<file path="config.mk">
export PLATFORM = sky130hd
export DESIGN_NAME = alu_seq_flat
export DESIGN_NICKNAME = d
export VERILOG_FILES = /design/src/rtl/alu_seq_pkg.sv /design/src/rtl/alu_seq_if.sv /design/src/rtl/alu_seq_shift_step.sv /design/src/rtl/alu_seq.sv /design/src/flat_wrapper.sv
export SDC_FILE = /design/constraint.sdc
export NUM_CORES = 1
export LEC_CHECK = 0
export BUFFER_PORTS_ARGS = -buffer_cell sky130_fd_sc_hd__buf_2
export CAP_MARGIN = 40
export CORE_AREA = 2 2 110 166
export DETAILED_ROUTE_END_ITERATION = 7
export DIE_AREA = 0 0 112 168
export GPL_ROUTABILITY_DRIVEN = 0
export PLACE_DENSITY = 0.8
export SETUP_SLACK_MARGIN = 0.2
export SLEW_MARGIN = 15
export SYNTH_ARGS = -nofsm -noshare
export SYNTH_HDL_FRONTEND = slang
export SYNTH_SLANG_ARGS = --single-unit
</file>
<file path="constraint.sdc">
create_clock -name clk -period 5.9 [get_ports clk]
set_input_delay 1.18 -clock clk [delete_from_list [all_inputs] [get_ports clk]]
set_output_delay 1.18 -clock clk [all_outputs]
set_load 0.01 [all_outputs]
</file>
<file path="src/rtl/alu_seq_pkg.sv">
// Shared types for the multi-cycle execute ALU: operation codes, FSM states, shift amount width.
package alu_seq_pkg;

  localparam int OP_W    = 5;
  localparam int SHAMT_W = 5;

  typedef enum logic [OP_W-1:0] {
    OP_AND   = 5'b00000,
    OP_OR    = 5'b00001,
    OP_ADD   = 5'b00010,
    OP_XOR   = 5'b00011,
    OP_SRL   = 5'b00100,
    OP_SLL   = 5'b00101,
    OP_SUB   = 5'b00110,
    OP_SRA   = 5'b00111,
    OP_BEQ   = 5'b01000,
    OP_BNE   = 5'b01001,
    OP_BLT   = 5'b01010,
    OP_BGE   = 5'b01011,
    OP_BLTU  = 5'b01100,
    OP_BGEU  = 5'b01101,
    OP_SLT   = 5'b10001,
    OP_SLTU  = 5'b10010,
    OP_LDST  = 5'b10011,
    OP_JAL   = 5'b10100,
    OP_JALR  = 5'b10101,
    OP_LUI   = 5'b10110,
    OP_AUIPC = 5'b10111
  } alu_op_e;

  typedef enum logic [1:0] {
    IDLE  = 2'd0,
    SHIFT = 2'd1,
    DONE  = 2'd2
  } state_e;

  function automatic logic op_is_shift(input logic [OP_W-1:0] op);
    return (op == OP_SLL) || (op == OP_SRL) || (op == OP_SRA);
  endfunction

endpackage

</file>
<file path="src/rtl/alu_seq_if.sv">
// Operation request and result return handshakes between the ALU and its neighbours.
interface alu_seq_if
  import alu_seq_pkg::*;
#(
  parameter int DATA_WIDTH = 32
);
  logic                  in_valid;
  logic                  in_ready;
  logic [OP_W-1:0]       operation;
  logic [DATA_WIDTH-1:0] src_a;
  logic [DATA_WIDTH-1:0] src_b;
  logic                  out_valid;
  logic                  out_ready;
  logic [DATA_WIDTH-1:0] result;
  logic                  branch_taken;

  modport master (
    output in_valid, operation, src_a, src_b, out_ready,
    input  in_ready, out_valid, result, branch_taken
  );

  modport slave (
    input  in_valid, operation, src_a, src_b, out_ready,
    output in_ready, out_valid, result, branch_taken
  );
endinterface

</file>
<file path="src/rtl/alu_seq_shift_step.sv">
// One iteration of the iterative shifter: acc shifted by k, left or right, with an explicit fill bit.
module alu_seq_shift_step
  import alu_seq_pkg::*;
#(
  parameter int DATA_WIDTH = 32
) (
  input  logic [DATA_WIDTH-1:0] i_acc,
  input  logic [SHAMT_W-1:0]    i_k,
  input  logic                  i_left,
  input  logic                  i_fill,
  output logic [DATA_WIDTH-1:0] o_acc
);
  localparam logic [DATA_WIDTH-1:0] ONES = '1;

  logic [DATA_WIDTH-1:0] w_fill_mask;

  // Vacated upper bits on a right shift; set only for SRA of a negative operand.
  assign w_fill_mask = i_fill ? ~(ONES >> i_k) : '0;

  always_comb begin
    if (i_left) begin
      o_acc = i_acc << i_k;
    end else begin
      o_acc = (i_acc >> i_k) | w_fill_mask;
    end
  end
endmodule

</file>
<file path="src/rtl/alu_seq.sv">
// Multi-cycle execute ALU: one-cycle ops, iterative shifts, valid/ready in and out.
// Define ALU_SEQ_ILLEGAL_OP_EN to add the illegal_op flag output.
module alu_seq
  import alu_seq_pkg::*;
#(
  parameter int DATA_WIDTH = 32,  // fixed at 32: shift amount is src_b[4:0]
  parameter int SHIFT_STEP = 1    // 1, 2, 4 or 8
) (
  input  logic      clk,
  input  logic      reset_n,
  alu_seq_if.slave  bus
`ifdef ALU_SEQ_ILLEGAL_OP_EN
  ,
  output logic      illegal_op
`endif
);
  localparam logic [SHAMT_W-1:0] STEP = SHAMT_W'(SHIFT_STEP);

  state_e                r_state;
  state_e                w_state_next;
  logic [DATA_WIDTH-1:0] r_acc;
  logic [SHAMT_W-1:0]    r_rem;
  logic                  r_left;
  logic                  r_fill;
  logic [DATA_WIDTH-1:0] r_result;
  logic                  r_taken;

  alu_op_e               w_op;
  logic [SHAMT_W-1:0]    w_shamt;
  logic                  w_is_shift;
  logic                  w_accept;
  logic [DATA_WIDTH-1:0] w_alu_result;
  logic                  w_taken;
  logic [SHAMT_W-1:0]    w_k;
  logic [SHAMT_W-1:0]    w_rem_next;
  logic [DATA_WIDTH-1:0] w_shifted;

`ifdef ALU_SEQ_ILLEGAL_OP_EN
  logic                  r_illegal;
  logic                  w_illegal;
  assign illegal_op = r_illegal;
`endif

  assign w_op       = alu_op_e'(bus.operation);
  assign w_shamt    = bus.src_b[SHAMT_W-1:0];
  assign w_is_shift = op_is_shift(bus.operation);
  assign w_accept   = (r_state == IDLE) && bus.in_valid;

  always_comb begin
    w_alu_result = '0;
    w_taken      = 1'b0;
`ifdef ALU_SEQ_ILLEGAL_OP_EN
    w_illegal    = 1'b0;
`endif
    case (w_op)
      OP_AND:   w_alu_result = bus.src_a & bus.src_b;
      OP_OR:    w_alu_result = bus.src_a | bus.src_b;
      OP_XOR:   w_alu_result = bus.src_a ^ bus.src_b;
      OP_ADD,
      OP_LDST,
      OP_AUIPC: w_alu_result = bus.src_a + bus.src_b;
      OP_SUB:   w_alu_result = bus.src_a - bus.src_b;
      // Only reached with shamt == 0; non-zero shifts go through the SHIFT state.
      OP_SLL,
      OP_SRL,
      OP_SRA:   w_alu_result = bus.src_a;
      OP_SLT:   w_alu_result = {{(DATA_WIDTH-1){1'b0}}, $signed(bus.src_a) < $signed(bus.src_b)};
      OP_SLTU:  w_alu_result = {{(DATA_WIDTH-1){1'b0}}, bus.src_a < bus.src_b};
      OP_JAL,
      OP_JALR:  w_alu_result = bus.src_a + DATA_WIDTH'(4);
      OP_LUI:   w_alu_result = bus.src_b;
      OP_BEQ:   w_taken = (bus.src_a == bus.src_b);
      OP_BNE:   w_taken = (bus.src_a != bus.src_b);
      OP_BLT:   w_taken = ($signed(bus.src_a) <  $signed(bus.src_b));
      OP_BGE:   w_taken = ($signed(bus.src_a) >= $signed(bus.src_b));
      OP_BLTU:  w_taken = (bus.src_a <  bus.src_b);
      OP_BGEU:  w_taken = (bus.src_a >= bus.src_b);
      default: begin
`ifdef ALU_SEQ_ILLEGAL_OP_EN
        w_illegal = 1'b1;
`endif
      end
    endcase
    if (w_taken) begin
      w_alu_result = {{(DATA_WIDTH-1){1'b0}}, 1'b1};
    end
  end

  assign w_k        = (r_rem > STEP) ? STEP : r_rem;
  assign w_rem_next = r_rem - w_k;

  alu_seq_shift_step #(
    .DATA_WIDTH (DATA_WIDTH)
  ) u_shift_step (
    .i_acc  (r_acc),
    .i_k    (w_k),
    .i_left (r_left),
    .i_fill (r_fill),
    .o_acc  (w_shifted)
  );

  always_ff @(posedge clk) begin
    if (!reset_n) begin
      r_state <= IDLE;
    end else begin
      r_state <= w_state_next;
    end
  end

  always_comb begin
    w_state_next  = r_state;
    bus.in_ready  = 1'b0;
    bus.out_valid = 1'b0;
    case (r_state)
      IDLE: begin
        bus.in_ready = 1'b1;
        if (bus.in_valid) begin
          w_state_next = (w_is_shift && (w_shamt != '0)) ? SHIFT : DONE;
        end
      end
      SHIFT: begin
        if (w_rem_next == '0) begin
          w_state_next = DONE;
        end
      end
      DONE: begin
        bus.out_valid = 1'b1;
        if (bus.out_ready) begin
          w_state_next = IDLE;
        end
      end
      default: w_state_next = IDLE;
    endcase
  end

  always_ff @(posedge clk) begin
    if (!reset_n) begin
      r_acc    <= '0;
      r_rem    <= '0;
      r_left   <= 1'b0;
      r_fill   <= 1'b0;
      r_result <= '0;
      r_taken  <= 1'b0;
`ifdef ALU_SEQ_ILLEGAL_OP_EN
      r_illegal <= 1'b0;
`endif
    end else if (w_accept) begin
`ifdef ALU_SEQ_ILLEGAL_OP_EN
      r_illegal <= w_illegal;
`endif
      if (w_is_shift && (w_shamt != '0)) begin
        r_acc  <= bus.src_a;
        r_rem  <= w_shamt;
        r_left <= (w_op == OP_SLL);
        r_fill <= (w_op == OP_SRA) && bus.src_a[DATA_WIDTH-1];
      end else begin
        r_result <= w_alu_result;
        r_taken  <= w_taken;
      end
    end else if (r_state == SHIFT) begin
      r_acc <= w_shifted;
      r_rem <= w_rem_next;
      if (w_rem_next == '0) begin
        r_result <= w_shifted;
        r_taken  <= 1'b0;
      end
    end
  end

  assign bus.result       = r_result;
  assign bus.branch_taken = r_taken;

endmodule

</file>
<file path="src/flat_wrapper.sv">
// flat-port wrapper written by rule: the top's interface ports become plain ports
module alu_seq_flat import alu_seq_pkg::*;
#(
  parameter int DATA_WIDTH = 32,                                            
  parameter int SHIFT_STEP = 1                   
)
  (clk, reset_n, bus_in_valid, bus_operation, bus_src_a, bus_src_b, bus_out_ready, bus_in_ready, bus_out_valid, bus_result, bus_branch_taken);
  alu_seq_if #(.DATA_WIDTH(DATA_WIDTH)) bus_i ();
  input  logic clk;
  input  logic reset_n;
  input wire logic [$bits(bus_i.in_valid)-1:0] bus_in_valid;
  input wire logic [$bits(bus_i.operation)-1:0] bus_operation;
  input wire logic [$bits(bus_i.src_a)-1:0] bus_src_a;
  input wire logic [$bits(bus_i.src_b)-1:0] bus_src_b;
  input wire logic [$bits(bus_i.out_ready)-1:0] bus_out_ready;
  output wire logic [$bits(bus_i.in_ready)-1:0] bus_in_ready;
  output wire logic [$bits(bus_i.out_valid)-1:0] bus_out_valid;
  output wire logic [$bits(bus_i.result)-1:0] bus_result;
  output wire logic [$bits(bus_i.branch_taken)-1:0] bus_branch_taken;
  assign bus_i.in_valid = bus_in_valid;
  assign bus_i.operation = bus_operation;
  assign bus_i.src_a = bus_src_a;
  assign bus_i.src_b = bus_src_b;
  assign bus_i.out_ready = bus_out_ready;
  assign bus_in_ready = bus_i.in_ready;
  assign bus_out_valid = bus_i.out_valid;
  assign bus_result = bus_i.result;
  assign bus_branch_taken = bus_i.branch_taken;
  alu_seq #(.DATA_WIDTH(DATA_WIDTH), .SHIFT_STEP(SHIFT_STEP)) u_core (.clk(clk), .reset_n(reset_n), .bus(bus_i));
endmodule
</file>
=== After elaboration in Yosys (flattened, before gate mapping) ===
Index checks and enable logic that the tools add are counted.

* Reductions and logical operators: 18
* Equal/unequal tests: 29
* Order comparisons: 5
* Multiplexer cells: 27
* Add/sub/neg operators: 4
* Shift operators: 3
* Bitwise operators: 5

{| class="wikitable"
|+ Operators with widths
! operator !! number
|-
| $mux W32 || 10
|-
| $pmux W32 S10 || 1
|-
| $ge A32 B32 Y1 || 2
|-
| $lt A32 B32 Y1 || 2
|-
| $or A32 B32 Y32 || 2
|-
| $eq A5 B5 Y1 const B || 7
|-
| $add A32 B3 Y32 const B || 1
|-
| $add A32 B32 Y32 || 1
|-
| $and A32 B32 Y32 || 1
|-
| $eq A32 B32 Y1 || 1
|-
| $ne A32 B32 Y1 || 1
|-
| $not A32 Y32 || 1
|-
| $shl A32 B5 Y32 || 1
|-
| $shr A32 B5 Y32 || 1
|-
| $shr A32 B5 Y32 const A || 1
|-
| $sub A32 B32 Y32 || 1
|-
| $xor A32 B32 Y32 || 1
|-
| $eq A5 B4 Y1 const B || 6
|-
| $eq A5 B3 Y1 const B || 4
|-
| $mux W5 || 4
|-
| $eq A5 B2 Y1 const B || 2
|-
| $logic_not A5 Y1 || 2
|-
| $mux W2 || 4
|-
| $ne A2 B2 Y1 const B || 4
|-
| 18 further kinds || 30
|}

* Bits of input ports: 73
* Output and inout port bits: 35
* Bits in registers: 74

=== Longest topological paths before layout ===
Gate-level depths: netlist (run 1).

* Depth after elaboration: 10
* Depth in mapped cells: 13

=== Cells and area by module ===
Synthesis (run 1) repeated with hierarchy kept, for this count alone.

* Cells, all modules: 1887
* Area total of the unflattened synthesis: 14034.7 um2

{| class="wikitable"
|+ By module, submodules not included
! module !! sequential area each (um2) !! instances !! cells each !! area an instance (um2)
|-
| alu_seq || 1481.4 || 1 || 1372 || 9791.9
|-
| alu_seq_shift_step || 0.0 || 1 || 515 || 4242.8
|}

=== Least setup slack after synthesis (run 1) ===
No wires, ideal clock.

* Path type: in2reg
* From: input port bus_src_a[10]
* To: register u_core.r_result[27] (netlist: u_core.bus.result[27])
* Setup slack: 1.996 ns
* Required time: 5.773 ns
* Arrival: 3.778 ns
* Stages on the path: 13
* Path buffers: 2
* Path through: clkbuf_1 -> inv_1 -> ha_1 -> clkbuf_1 -> a21oi_1 -> o221a_2 -> o221a_2 -> nand2_1 -> a2bb2oi_1 -> nand2_1 -> a311o_1 -> o32ai_1 -> a21oi_1

* Word-level cells in the longest chain between the ends: 5
* Elaborated cells between the ends (all ways): 14
* Those cells by class: 3 x add/sub; 4 x order compare; 2 x eq/ne; 5 x mux

{| class="wikitable"
|+ Ends and longest elaborated chain
! what !! line !! RTL
|-
| start: declaration || flat_wrapper.sv:13 || <nowiki>input wire logic [$bits(bus_i.src_a)-1:0] bus_src_a;</nowiki>
|-
| $add A32 B3 Y32 (tied with other cells) || alu_seq.sv:70 || <nowiki>OP_JALR: w_alu_result = bus.src_a + DATA_WIDTH'(4);</nowiki>
|-
| $pmux W32 S10 or $pmux W1 S6 (tied branches) || alu_seq.sv:55 || <nowiki>case (w_op)</nowiki>
|-
| $mux W32 (*) || alu_seq.sv:84 || <nowiki>if (w_taken) begin</nowiki>
|-
| $mux W32 (*) || alu_seq.sv:151 || <nowiki>if (w_is_shift && (w_shamt != '0)) begin</nowiki>
|-
| $mux W32 (*) || alu_seq.sv:147 || <nowiki>end else if (w_accept) begin</nowiki>
|-
| end signal: assignment || alu_seq.sv:157 || <nowiki>r_result <= w_alu_result;</nowiki>
|-
| end signal: assignment || alu_seq.sv:164 || <nowiki>r_result <= w_shifted;</nowiki>
|-
| end: declaration || alu_seq.sv:25 || <nowiki>logic [DATA_WIDTH-1:0] r_result;</nowiki>
|}

Mark *: on every way between the ends. The rest lies on a longest branch, timed or not. The select of a mux whose other input is x is not followed.
A chain may end at the register's enable or synchronous reset.

=== Final worst setup path (run 1) ===
* From: input port bus_src_a[6]
* To: register u_core.r_result[29] (netlist: u_core.bus.result[29])

Same word-level chain as after synthesis.

==> impl_metrics.sql, run 1 <==
INSERT INTO impl_metrics (metric_group, metric, value, unit) VALUES
('sta', 'timing.final.setup_violations', '0', ''),
('placed_design', 'dpl.hpwl', '28100', 'µm'),
('yosys', 'synth-warning-count', '0', ''),
('route', 'vias_per_cell', '7.20', ''),
('min_path', 'class_of_the_most_critical_hold_timing_path', 'reg -> reg', ''),
('power_and_ir_drop', 'power.static_leakage', '4.48', 'nW'),
('grt', 'grt_pass1_vias', '11500', ''),
('min_path', 'hold_depth', '2', ''),
('worst_setup_path', 'worst_flop_to_flop_path_endpoint', 'u_core.bus.result[27]', ''),
('yosys', 'syn-cell-area', '10200', 'µm²'),
('route', 'routed-via-count', '12400', ''),
('worst_setup_path', 'critical_path.reg2reg.startpoint', 'u_core.r_rem[4]', ''),
('grt', 'grt_start_max_net_pins', '69', ''),
('cts', 'cts_inserted_buffers', '9', ''),
('yosys', 'yosys.area.top_type', 'sky130_fd_sc_hd__dfxtp_1', ''),
('cts', 'cts_tree', 'done', ''),
('route', 'drt_drc_violations_left', '0', ''),
('sta', 'worst_slew_margin_rel', '38.3', '%'),
('yosys', 'yosys-top-cells-area', 'sky130_fd_sc_hd__dfxtp_1 (14%), sky130_fd_sc_hd__ha_1 (14%), sky130_fd_sc_hd__a21oi_1 (7.9%)', ''),
('sta', 'fmaxAchievable', '0.231', 'GHz'),
('worst_setup_path', 'crit_path_cell_trace', 'buf_2, inv_1, ha_1, nor2b_1, a2111oi_0, a211oi_1, a211oi_2, nor3_1, a211oi_1, mux2i_1, a221oi_1, nor3_1', ''),
('yosys', 'postSynthRegisterBits', '74', ''),
('yosys', 'sequential_area_share_after_synthesis', '14.5', '%'),
('floorplanning', 'start_util', '58.3', '%'),
('yosys', 'number_of_enable_flip_flop_cells_after_synthesis', '0', ''),
('min_path', 'worst_hold_startpoint', 'u_core.r_fill', ''),
('worst_setup_path', 'r2r_setup_slack', '1.67', 'ns'),
('cts', 'h_tree_level_count', '3', ''),
('floorplanning', 'design.portCount', '108', ''),
('min_path', 'worstHoldEndpoint', 'u_core.r_fill', ''),
('worst_setup_path', 'critPathKind', 'in -> reg', ''),
('worst_setup_path', 'critical-path-top-delay-family', 'compound AO/OA/AOI/OAI gates', ''),
('route', 'iteration_0_drc_count_of_the_detailed_router', '1705', ''),
('route', 'totalWireLength', '39200', 'µm'),
('worst_setup_path', 'critPathSlowestCell', 'sky130_fd_sc_hd__a211oi_1', ''),
('yosys', 'mappedNetlistNets', '1654', ''),
('finish', 'layout_common_cells', 'sky130_fd_sc_hd__a21oi_1 (161), sky130_fd_sc_hd__nor2_1 (131), sky130_fd_sc_hd__ha_1 (111), sky130_fd_sc_hd__o21ai_0 (110), sky130_fd_sc_hd__buf_2 (107)', ''),
('worst_setup_path', 'critPathMaxStageDelay', '0.52', 'ns'),
('cts', 'tritoncts_num_sinks', '74', ''),
('yosys', 'post_synth_num_cell_types', '78', ''),
('cts', 'clkSlewWorstSetupHoldPaths', '0.06', 'ns'),
('sta', 'timing.final.crit_share', '73.3', '%'),
('grt', 'global_route.overflow_total', '0', ''),
('cts', 'number_of_resized_instances_in_the_post_cts_repair_step', '0', ''),
('power_and_ir_drop', 'power.density', '175', 'nW/µm²'),
('cts', 'count_of_buffers_added_by_post_cts_timing_repair_for_setup', '0', ''),
('grt', 'groute.usage.overall', '40.2', '%'),
('yosys', 'postSynthCellCount', '1468', ''),
('sta', 'clock_skew', '0.00611', 'ns'),
('placed_design', 'dpl.cell_count', '1705', ''),
('worst_setup_path', 'endpoint_kind', 'flop', ''),
('worst_setup_path', 'crit_buf_inv', '2', ''),
('yosys', 'yosys_most_used_dff', 'sky130_fd_sc_hd__dfxtp_1', ''),
('worst_setup_path', 'critPathRequiredTime', '6.12', 'ns'),
('power_and_ir_drop', 'ir_worst_vdd', '0.000172', 'V'),
('worst_setup_path', 'cp_startpoint_kind', 'input pin', ''),
('yosys', 'avgSynthCellArea', '6.98', 'µm²'),
('finish', 'fin_cells', '1720', ''),
('floorplanning', 'core_area', '17600', 'µm²'),
('outcome', 'outcome', 'finished, final reports clean', ''),
('sta', 'timing_worst_slew_pin_value', '0.925', 'ns'),
('grt', 'grt_antenna_before_repair', '0', ''),
('cts', 'cts.path.max_buffers', '2', ''),
('floorplanning', 'die_area', '18800', 'µm²'),
('sta', 'final-hold-violation-count', '0', ''),
('placed_design', 'port_buffers', '107', ''),
('finish', 'proportion_of_layout_cells_with_a_drive_suffix_above_1', '12.0', '%'),
('worst_setup_path', 'path_max_fanout', '11', ''),
('sta', 'timing.setup.tns', '0', 'ns'),
('yosys', 'ys_async_sr_fraction', '0', '%'),
('finish', 'most_common_cell_after_layout_fill_and_taps_aside', 'sky130_fd_sc_hd__a21oi_1', '');
layer usage:
metal	GRT usage, %	vias up	routed length (µm)
li1	-	5546	-
met1	50.4	5562	14200
met2	62.3	1005	16900
met3	9.14	278	5100
met4	24.9	0	2940
met5	0	-	0
tightest hold or removal path, cell delays in order, from the launching register on:
cell                      delay, ns
sky130_fd_sc_hd__dfxtp_1       0.33
sky130_fd_sc_hd__a21oi_1       0.06
sky130_fd_sc_hd__nor2_1        0.07
logic make-up (layout without fill, tap and decap cells):
| kind of cell | count (synthesis) | after routing | synth area share (%) |
|---|---|---|---|
| simple gates | 417 | 417 | 19.5 |
| compound gates | 571 | 571 | 36.7 |
| fa+ha+maj | 113 | 113 | 14.0 |
| mux | 50 | 50 | 4.90 |
| buf+inv | 213 | 248 | 7.87 |
| flops | 74 | 74 | 14.5 |
| xor+xnor | 30 | 30 | 2.57 |
synth_stat cells, types with 21 or more instances:
master and instances:
sky130_fd_sc_hd__a21oi_1 161, sky130_fd_sc_hd__nor2_1 131, sky130_fd_sc_hd__ha_1 111, sky130_fd_sc_hd__o21ai_0 111, sky130_fd_sc_hd__inv_1 101, sky130_fd_sc_hd__nand2_1 99
sky130_fd_sc_hd__clkbuf_1 98, sky130_fd_sc_hd__dfxtp_1 74, sky130_fd_sc_hd__mux2i_1 49, sky130_fd_sc_hd__nor3_1 44, sky130_fd_sc_hd__a211oi_1 38, sky130_fd_sc_hd__nand3_1 36
sky130_fd_sc_hd__a221oi_1 31, sky130_fd_sc_hd__o211ai_1 30, sky130_fd_sc_hd__xnor2_1 27, sky130_fd_sc_hd__nand4_1 24, sky130_fd_sc_hd__a31oi_1 21
sequential cells by signal, indices dropped and copies added, names as in the netlist:
name,count
u_core.bus.result,32
u_core.r_acc,32
u_core.r_rem,5
u_core.r_state,2
u_core.bus.branch_taken,1
u_core.r_fill,1
u_core.r_left,1
how the worst max path moves through the flow:
stage | endpoint | slack [ns] | startpoint | depth (start not counted)
final | u_core.bus.result[29] | 1.57 | bus_src_a[6] | 12
after floorplan | u_core.bus.result[27] | 2.00 | bus_src_a[10] | 13
after global placement | u_core.bus.result[0] | 1.43 | bus_src_a[28] | 12
after global routing | u_core.bus.result[29] | 1.44 | bus_src_a[6] | 12
after CTS | u_core.bus.result[29] | 1.69 | bus_src_a[6] | 12
after detailed placement | u_core.bus.result[29] | 1.37 | bus_src_a[6] | 12
report_power, final:
group / switching, W / internal [W]
Combinational: 0.000554 / 0.000284
Clock: 0.000234 / 0.000327
Sequential: 0.0000275 / 0.000530
cell type report:
type                       count  area, µm²
clock inverter                 4       53.8
inverter                     102        383
timing repair buffer         131        768
tap                          217        272
sequential                    74       1480
clock buffer                  11        233
multi-input combinational   1181       8010
fill                        1616       6370
per-stage QoR:
| step | hold slack (ns) | area, µm² | worst slack, ns | total power [W] | utilization [%] |
|---|---|---|---|---|---|
| 6_report | 0.498 | 11200 | 1.57 | 0.00196 | 63.7 |
| 5_1_grt | 0.534 | 11200 | 1.44 | 0.00204 | 63.7 |
| 4_1_cts | 0.497 | 11200 | 1.69 | 0.00192 | 63.7 |
| 3_5_place_dp | 0.488 | 10900 | 1.37 | 0.00136 | 62.1 |
| 3_3_place_gp | 0.485 | 10800 | 1.43 | 0.00135 | 61.6 |
| 2_1_floorplan | 0.456 | 10200 | 2.00 | 0.00111 | - |
No activity file was read; power rests on OpenSTA's default activity.
==> inputs of run 2 (changes only) <==
Settings changed: CORE_AREA 2 2 110 166 to 2 2 114 171, DIE_AREA 0 0 112 168 to 0 0 116 173, PLACE_DENSITY 0.8 to 0.78.
Clock period 5.9 ns to 3.64 ns, I/O delays scaled along.
==> impl_metrics.sql, run 2 (synthesis gave the netlist of run 1 again) <==
INSERT INTO impl_metrics (metric_group, metric, value, unit) VALUES
('outcome', 'outcome', 'finished, final reports clean', ''),
('power_and_ir_drop', 'power.density', '280', 'nW/µm²'),
('placed_design', 'port_buffers', '107', ''),
('finish', 'flow.area_growth_from_synthesis', '20.8', '%'),
('grt', 'grt_antenna_before_repair', '0', ''),
('sta', 'setup_slack', '0.227', 'ns'),
('worst_setup_path', 'crit_path_cell_trace', 'buf_2, inv_1, ha_1, fa_1, nor3_2, o31a_1, or4b_2, a211oi_1, a21oi_1, nor4_1, a2111oi_0, buf_4, o22ai_1', ''),
('finish', 'layout_common_cells', 'sky130_fd_sc_hd__buf_4 (164), sky130_fd_sc_hd__a21oi_1 (160), sky130_fd_sc_hd__nor2_1 (131), sky130_fd_sc_hd__ha_1 (111), sky130_fd_sc_hd__o21ai_0 (108)', ''),
('cts', 'clock-root-buffer', 'sky130_fd_sc_hd__clkbuf_16', ''),
('worst_setup_path', 'critPathSlowestCell', 'sky130_fd_sc_hd__or4b_2', ''),
('worst_setup_path', 'path_max_fanout', '4', ''),
('route', 'vias_per_cell', '6.89', ''),
('finish', 'most_common_cell_after_layout_fill_and_taps_aside', 'sky130_fd_sc_hd__buf_4', ''),
('route', 'iteration_0_drc_count_of_the_detailed_router', '1968', ''),
('route', 'wl_per_cell', '21.9', 'µm'),
('floorplanning', 'die_width', '116', 'µm'),
('grt', 'global_route.overflow_total', '0', ''),
('worst_setup_path', 'critPathRequiredTime', '3.91', 'ns'),
('placed_design', 'dpl.cell_count', '1882', ''),
('job', 'timing.max_cap.violations', '0', ''),
('worst_setup_path', 'critical-path-top-delay-family', 'simple AND/OR/NAND/NOR gates', ''),
('grt', 'grt_pass1_vias', '12500', ''),
('power_and_ir_drop', 'ir_worst_vdd', '0.000250', 'V'),
('placed_design', 'detailedPlace.worstSlack', '-0.0295', 'ns'),
('cts', 'tritoncts_num_sinks', '74', ''),
('sta', 'final-hold-violation-count', '0', ''),
('route', 'postRouteAntennaNets', '0', ''),
('route', 'totalWireLength', '41600', 'µm'),
('finish', 'final_net_count', '1827', ''),
('cts', 'cts_inserted_buffers', '9', ''),
('worst_setup_path', 'critPathKind', 'in -> reg', ''),
('sta', 'timing.final.max_slew_violations', '0', ''),
('route', 'drt_pass1_iterations', '7', ''),
('route', 'drt_drc_violations_left', '0', ''),
('sta', 'timing.final.setup_violations', '0', ''),
('min_path', 'class_of_the_most_critical_hold_timing_path', 'reg -> reg', ''),
('sta', 'clock_skew', '0.00826', 'ns'),
('sta', 'finalWorstPathRequiredPeriod', '3.41', 'ns'),
('worst_setup_path', 'endpoint_kind', 'flop', ''),
('floorplanning', 'dieHeight', '173', 'µm'),
('grt', 'grt_start_max_net_pins', '52', ''),
('finish', 'insertedDiodeCount', '0', ''),
('sta', 'timing.final.crit_share', '93.8', '%'),
('worst_setup_path', 'crit_buf_inv', '3', ''),
('cts', 'cts_tree', 'done', ''),
('cts', 'worst_skew_pair.late_latency', '0.34', 'ns'),
('worst_setup_path', 'critPathMaxStageDelay', '0.73', 'ns'),
('placed_design', 'detailed_place.area', '12000', 'µm²'),
('power_and_ir_drop', 'power.static_leakage', '5.20', 'nW'),
('floorplanning', 'num_rows', '61', ''),
('route', 'routed-via-count', '13100', ''),
('sta', 'fmaxAchievable', '0.293', 'GHz'),
('sta', 'timing_worst_slew_pin_value', '0.912', 'ns'),
('floorplanning', 'die_area', '20100', 'µm²'),
('sta', 'worst_slew_margin_rel', '38.9', '%'),
('cts', 'cts.path.max_buffers', '2', ''),
('floorplanning', 'design.portCount', '108', ''),
('grt', 'grt_pass1_wl', '64600', 'µm'),
('finish', 'post-route-cell-area', '12400', 'µm²'),
('finish', 'proportion_of_layout_cells_with_a_drive_suffix_above_1', '20.3', '%'),
('cts', 'h_tree_level_count', '3', ''),
('finish', 'fin_cells', '1898', ''),
('sta', 'rsz_0062_raised_after_global_routing', 'false', ''),
('floorplanning', 'core_area', '18500', 'µm²'),
('cts', 'clkSlewWorstSetupHoldPaths', '0.07', 'ns'),
('grt', 'groute.usage.overall', '40.1', '%'),
('worst_setup_path', 'cp_startpoint_kind', 'input pin', ''),
('floorplanning', 'start_util', '55.5', '%'),
('placed_design', 'dpl.hpwl', '31400', 'µm'),
('worst_setup_path', 'arrival', '3.68', 'ns');
run 2: final timing paths:
| check | slack [ns] | to | cells past startpoint | startpoint |
|---|---|---|---|---|
| worst min-delay path | 0.50 | u_core.r_fill | 2 | u_core.r_fill |
| worst max register to register | 0.33 | u_core.bus.result[24] | 13 | u_core.r_rem[1] |
| worst max-delay path | 0.23 | u_core.bus.result[30] | 13 | bus_src_a[0] |
| worst min register to register | 0.50 | u_core.r_fill | 2 | u_core.r_fill |
run 2: final cells by class:
cell class	count	area [µm²]
clock buffers	12	246
clock inverters	4	73.8
fillers	1624	6100
inverters	102	383
multi-input cells	1181	8070
flip-flops and latches	74	1480
well taps	252	315
repair buffers	273	1790
run 2: what timing repair did:
item	in CTS	in global routing
setup buffers	0	0
hold buffers	0	0
cloned	0	0
gates resized for setup	1	16
pin swaps	0	1
endpoints found under the setup margin	2	15
endpoints found under the hold margin	0	0
run 2: layer usage:
layer	wire length (µm)	part of all wire [%]	GRT usage (%)
met1	14900	36	49.9
met2	18200	44	62.3
met3	5390	13	9.04
met4	3100	7.4	24.1
met5	0	0	0
run 2: power by group:
| group | switching [W] | internal (W) | total, W |
|---|---|---|---|
| Clock | 0.000375 | 0.000622 | 0.000997 |
| Sequential | 0.0000440 | 0.000859 | 0.000903 |
| Combinational | 0.000957 | 0.000607 | 0.00156 |
run 2: stage by stage:
step / TNS (ns) / utilization, % / hold slack, ns / total power (W)
after CTS: 0 / 66.6 / 0.505 / 0.00338
after floorplan: 0 / - / 0.456 / 0.00180
after detailed placement: -0.0762 / 64.8 / 0.490 / 0.00239
final: 0 / 67.0 / 0.497 / 0.00346
after global placement: -0.0306 / 64.8 / 0.487 / 0.00236
after global routing: 0 / 67.0 / 0.543 / 0.00360
run 2: worst register-to-register path: stages, from the launching register on:
cell and delay [ns]:
sky130_fd_sc_hd__dfxtp_1 0.37, sky130_fd_sc_hd__nor4_2 0.32, sky130_fd_sc_hd__or2_2 0.20, sky130_fd_sc_hd__inv_1 0.05
sky130_fd_sc_hd__ha_1 0.23, sky130_fd_sc_hd__xor2_1 0.17, sky130_fd_sc_hd__nor4b_1 0.37, sky130_fd_sc_hd__buf_4 0.21
sky130_fd_sc_hd__a22oi_1 0.17, sky130_fd_sc_hd__nor3_1 0.49, sky130_fd_sc_hd__buf_4 0.28, sky130_fd_sc_hd__nand2_1 0.08
sky130_fd_sc_hd__o22a_1 0.20, sky130_fd_sc_hd__o31ai_1 0.08
